<file path="src/rtl/seq_shift_unit_if.sv">
// seq_shift_unit_if: operand/result handshake bundle for the multi-cycle shifter
interface seq_shift_unit_if #(
   parameter int WIDTH   = 16,
   parameter int SHAMT_W = 4
);
   logic               in_valid;
   logic               in_ready;
   logic [WIDTH-1:0]   inA;
   logic [SHAMT_W-1:0] shamt;
   logic               dir;
   logic               arith;
   logic               out_valid;
   logic               out_ready;
   logic [WIDTH-1:0]   outA;
   logic               carry;
   logic               zero;

   modport master (
      output in_valid, inA, shamt, dir, arith, out_ready,
      input  in_ready, out_valid, outA, carry, zero
   );

   modport slave (
      input  in_valid, inA, shamt, dir, arith, out_ready,
      output in_ready, out_valid, outA, carry, zero
   );
endinterface

</file>
<file path="src/rtl/seq_shift_unit.sv">
// seq_shift_unit: one-bit-per-clock logical shifter with carry/zero flags; ARITH_SHIFT_EN enables sign-filling right shifts
module seq_shift_unit #(
   parameter int WIDTH   = 16,
   parameter int SHAMT_W = 4
) (
   input logic clk,
   input logic rst,
   seq_shift_unit_if.slave bus
);
   localparam logic [1:0] IDLE  = 2'd0;
   localparam logic [1:0] SHIFT = 2'd1;
   localparam logic [1:0] DONE  = 2'd2;
`ifdef ARITH_SHIFT_EN
   localparam logic arithEn = 1'b1;
`else
   localparam logic arithEn = 1'b0;
`endif

   logic [1:0]         state;
   logic [WIDTH-1:0]   shiftReg;
   logic [WIDTH-1:0]   nextReg;
   logic [SHAMT_W-1:0] cnt;
   logic               modeDir;
   logic               modeArith;
   logic               carryReg;
   logic               nextCarry;
   logic               zeroReg;
   logic               fill;

   // single-bit shift stage applied once per SHIFT cycle
   always_comb begin
      fill      = arithEn & modeArith & shiftReg[WIDTH-1];
      nextReg   = modeDir ? {fill, shiftReg[WIDTH-1:1]} : {shiftReg[WIDTH-2:0], 1'b0};
      nextCarry = modeDir ? shiftReg[0] : shiftReg[WIDTH-1];
   end

   // operation sequencer: accept, iterate the shift, hold the result until taken
   always_ff @(posedge clk) begin
      if (rst) begin
         state     <= IDLE;
         shiftReg  <= '0;
         cnt       <= '0;
         modeDir   <= 1'b0;
         modeArith <= 1'b0;
         carryReg  <= 1'b0;
         zeroReg   <= 1'b1;
      end else begin
         case (state)
            IDLE: if (bus.in_valid) begin
               shiftReg  <= bus.inA;
               cnt       <= bus.shamt;
               modeDir   <= bus.dir;
               modeArith <= bus.arith;
               carryReg  <= 1'b0;
               zeroReg   <= bus.inA == '0;
               state     <= (bus.shamt != '0) ? SHIFT : DONE;
            end
            SHIFT: begin
               shiftReg <= nextReg;
               carryReg <= nextCarry;
               zeroReg  <= nextReg == '0;
               cnt      <= cnt - 1'b1;
               if (cnt == SHAMT_W'(1)) state <= DONE;
            end
            DONE: if (bus.out_ready) state <= IDLE;
            default: state <= IDLE;
         endcase
      end
   end

   assign bus.in_ready  = state == IDLE;
   assign bus.out_valid = state == DONE;
   assign bus.outA      = shiftReg;
   assign bus.carry     = carryReg;
   assign bus.zero      = zeroReg;
endmodule

</file>
<file path="src/flat_wrapper.sv">
// flat-port wrapper written by rule: the top's interface ports become plain ports
module seq_shift_unit_flat 
#(
   parameter int WIDTH   = 16,
   parameter int SHAMT_W = 4
)
  (clk, rst, bus_in_valid, bus_inA, bus_shamt, bus_dir, bus_arith, bus_out_ready, bus_in_ready, bus_out_valid, bus_outA, bus_carry, bus_zero);
  seq_shift_unit_if #(.WIDTH(WIDTH), .SHAMT_W(SHAMT_W)) bus_i ();
  input logic clk;
  input logic rst;
  input wire logic [$bits(bus_i.in_valid)-1:0] bus_in_valid;
  input wire logic [$bits(bus_i.inA)-1:0] bus_inA;
  input wire logic [$bits(bus_i.shamt)-1:0] bus_shamt;
  input wire logic [$bits(bus_i.dir)-1:0] bus_dir;
  input wire logic [$bits(bus_i.arith)-1:0] bus_arith;
  input wire logic [$bits(bus_i.out_ready)-1:0] bus_out_ready;
  output wire logic [$bits(bus_i.in_ready)-1:0] bus_in_ready;
  output wire logic [$bits(bus_i.out_valid)-1:0] bus_out_valid;
  output wire logic [$bits(bus_i.outA)-1:0] bus_outA;
  output wire logic [$bits(bus_i.carry)-1:0] bus_carry;
  output wire logic [$bits(bus_i.zero)-1:0] bus_zero;
  assign bus_i.in_valid = bus_in_valid;
  assign bus_i.inA = bus_inA;
  assign bus_i.shamt = bus_shamt;
  assign bus_i.dir = bus_dir;
  assign bus_i.arith = bus_arith;
  assign bus_i.out_ready = bus_out_ready;
  assign bus_in_ready = bus_i.in_ready;
  assign bus_out_valid = bus_i.out_valid;
  assign bus_outA = bus_i.outA;
  assign bus_carry = bus_i.carry;
  assign bus_zero = bus_i.zero;
  seq_shift_unit #(.WIDTH(WIDTH), .SHAMT_W(SHAMT_W)) u_core (.clk(clk), .rst(rst), .bus(bus_i));
endmodule
</file>
<file path="config.mk">
export PLATFORM = sky130hd
export DESIGN_NAME = seq_shift_unit_flat
export DESIGN_NICKNAME = d
export VERILOG_FILES = /design/src/rtl/seq_shift_unit_if.sv /design/src/rtl/seq_shift_unit.sv /design/src/flat_wrapper.sv
export SDC_FILE = /design/constraint.sdc
export NUM_CORES = 1
export LEC_CHECK = 0
export BUFFER_PORTS_ARGS = -buffer_cell sky130_fd_sc_hd__buf_2
export CAP_MARGIN = 20
export CORE_MARGIN = 5
export CORE_UTILIZATION = 50
export CTS_CLUSTER_SIZE = 28
export DETAILED_ROUTE_END_ITERATION = 8
export GPL_TIMING_DRIVEN = 0
export PLACE_DENSITY_LB_ADDON = 0.05
export SLEW_MARGIN = 5
export SYNTH_ARGS = -nofsm -noshare
export SYNTH_HDL_FRONTEND = slang
export SYNTH_SLANG_ARGS = --single-unit
</file>
<file path="constraint.sdc">
create_clock -name clk -period 1.6 [get_ports clk]
set_clock_uncertainty 0.1 [all_clocks]
set_input_delay 0.32 -clock clk [delete_from_list [all_inputs] [get_ports clk]]
set_output_delay 0.32 -clock clk [all_outputs]
set_load 0.005 [all_outputs]
</file>
==> metrics.yaml <==
area_growth_pct: 26.8
diodes: 0
reg2reg_slack_ns: 0.05
start_util_pct: 52.0
fin_nets: 257
drv_cap: 0
drt-total-wl_mm: 4.41
placed_cells: 252
status: "finished, final reports clean"
layout_setup_ws_ns: 0.0489
p_leak_nw: 0.741
slowest_stage: "dfxtp_2"
path_max_fanout: 10
cts_buffers: 3
syn_nets: 206
port_buffers: 43
hold_start: "bus_dir"
ys_seq_elements: 25
ys_warn_count: 0
grt_pass1_wl_mm: 7.22
finalCritPeriodShare_pct: 96.9
setup_viol: 0
slew_violations: 0
required_ns: 1.76
critPathCaptureType: "register"
drtIter0Drc: 113
grt_pass1_vias: 1590
drc: 0
coreArea_sq_um: 2760
io_pins: 46
final_util_pct: 65.9
cts.sinks: 25
min_to: "u_core.modeDir"
worstMarginPinSlew_ns: 0.518
cts_tree: "yes"
synth-seq-area-share_pct: 34.9
place_area_sq_um: 1690
p_per_area_nw_per_um2: 1310
path_class: "reg -> reg"
cts_root_buf: "clkbuf_4"
antenna_found_initial: 0
path_delay_family: "simple AND/OR/NAND/NOR gates"
path_buf_inv: 1
synth.distinct_cells: 36
final_antenna_net_count: 0
hold_path_class: "in -> reg"
grt_max_degree: 14
ys_top_cells_by_area: "dfxtp_1, a211oi_1, nor2b_1"
num-fill-cells: 257
max_freq_mhz: 645
dp_hpwl_mm: 3.25
die-area_sq_um: 4040
cts_max_level: 1
total_power_mw: 2.38
holdPathStages: 3
slew_headroom_pct: 65.5
synth_top_area_cell: "dfxtp_1"
rows: 19
ff2ff_path_depth: 5
finalCriticalPeriod_ns: 1.55
clk_latency_ns: 0.33
reg2reg_from: "u_core.modeDir"
wire_per_inst_um: 17.0
die_x_um: 63.6
finalNonFillerCells: 259
fin_area_sq_um: 1820
syn_area_per_cell_sq_um: 8.06
cts_buffer_depth: 2
die_y_um: 63.6
finalHoldViolCount: 0
critPathArrivalTime_ns: 1.71
max_stage_delay_ns: 0.36
grt_util_all_layers_pct: 21.7
place_congestion: 0.862
crit_path_start_kind: "register"
ir_drop_uv: 793
ctsHoldBuffers: 0
drive_gt1_share_pct: 32.5
place_worst_setup_slack_ns: -0.131
crit_chain: "buf_6 -> mux2i_2 -> nand4_1 -> or3_1 -> a21oi_1"
grt_overflow: 0
r2r_end: "u_core.bus.zero"
viasPerCell: 6.08
vias: 1574
synthCells: 178
synth_area_sq_um: 1430
yosysTopAreaCellShare_pct: 34.9
drt_pass1_iterations: 4
clk_pin_slew_ns: 0.14
[placed cells by master, fill, tap and decap left out, types with 5 or more instances in the layout]
cell type / n
buf_2: 47
dfxtp_1: 22
a211oi_1: 21
nor2_1: 14
nand2_1: 13
o21ai_0: 11
nor2b_1: 10
nor3_1: 10
a21oi_1: 7
inv_1: 6
buf_6: 5
mux2i_1: 5
[where the power goes]
group | switching, mW | total [mW] | internal [mW]
clock network | 0.204 | 0.301 | 0.0978
logic | 0.598 | 1.13 | 0.536
registers | 0.175 | 0.944 | 0.769
[worst min-delay path: cells and delay by family]
family / cells / cell delay [ns]
and+or+nand+nor: 1 / 0.05
buffers and inverters: 1 / 0.09
AOI/OAI and AO/OA: 1 / 0.05
[layer usage]
metal / vias to the layer above / GRT usage, % / share of wire (%)
met5: - / 0 / 0
met3: 9 / 3.73 / 6.8
li1: 762 / - / -
met2: 65 / 39.0 / 52
met4: 0 / 7.79 / 1.5
met1: 738 / 25.5 / 40
[cell type report]
type / instances / area, sq um / share of cell area (%)
inverters: 6 / 22.5 / 1.24
multi-input cells: 132 / 871 / 47.9
plain buffers: 15 / 115 / 6.33
repair buffers: 46 / 238 / 13.1
flip-flops and latches: 25 / 507 / 27.9
well taps: 31 / 38.8 / 2.13
clock buffers: 4 / 26.3 / 1.45
[Yosys cell counts, drive strengths merged]
| master | number |
|---|---|
| a21oi | 8 |
| nand3b | 1 |
| dfxtp | 25 |
| or3 | 1 |
| buf | 10 |
| a2bb2oi | 1 |
| nand4 | 1 |
| inv | 6 |
| and2b | 1 |
| mux2i | 6 |
| o22ai | 1 |
| a2111oi | 5 |
| or4 | 1 |
| ha | 2 |
| o211ai | 1 |
| a311oi | 1 |
| nand2 | 13 |
| nor2 | 15 |
| clkbuf | 5 |
| a22oi | 1 |
| nand2b | 2 |
| a211oi | 22 |
| a31oi | 3 |
| o21a | 1 |
| nor3 | 11 |
| o21bai | 1 |
| nor2b | 10 |
| nor3b | 4 |
| and3 | 2 |
| nor4 | 6 |
| o21ai | 11 |
[what timing repair did]
action | CTS | global route
gates resized for setup | 8 | 22
cloned | 0 | 0
setup endpoints to repair | 9 | 19
endpoints found under the hold margin | 0 | 0
pin swaps | 0 | 3
buffers inserted | 0 | 3
[state kept, by name (all words and copies together) (netlist names)]
name	count
u_core.bus.zero	1
u_core.state	2
u_core.modeDir	1
u_core.bus.outA	16
u_core.cnt	4
u_core.bus.carry	1
[worst max path at each step]
stage | from | end | slack (ns) | cells after the start
final | u_core.modeDir | u_core.bus.zero | 0.05 | 5
after global routing | u_core.modeDir | u_core.bus.zero | -0.005 | 5
after CTS | u_core.state[0] | u_core.bus.outA[12] | 0.002 | 5
after detailed placement | bus_in_valid | u_core.bus.outA[14] | -0.13 | 6
after global placement | bus_in_valid | u_core.bus.outA[7] | -0.05 | 6
after floorplan | u_core.state[1] | u_core.cnt[3] | 0.14 | 5
[cell families (layout without fill, tap and decap cells)]
logic type / after synthesis / in the layout / share of synthesized area [%]
AO/OA/AOI/OAI: 56 / 56 / 27.3
adder cells (fa/ha/maj): 2 / 2 / 1.74
buffers and inverters: 21 / 71 / 6.98
flip-flops: 25 / 25 / 34.9
multiplexers: 6 / 6 / 4.19
AND/OR/NAND/NOR: 68 / 68 / 24.9
[per-stage QoR]
stage / setup TNS (ns) / hold slack, ns
after floorplan: 0 / 0.345
after global placement: -0.310 / 0.366
after detailed placement: -0.618 / 0.380
after CTS: 0 / 0.120
after global routing: -0.00515 / 0.115
final: 0 / 0.107
Power figures use the tool's default switching activity.
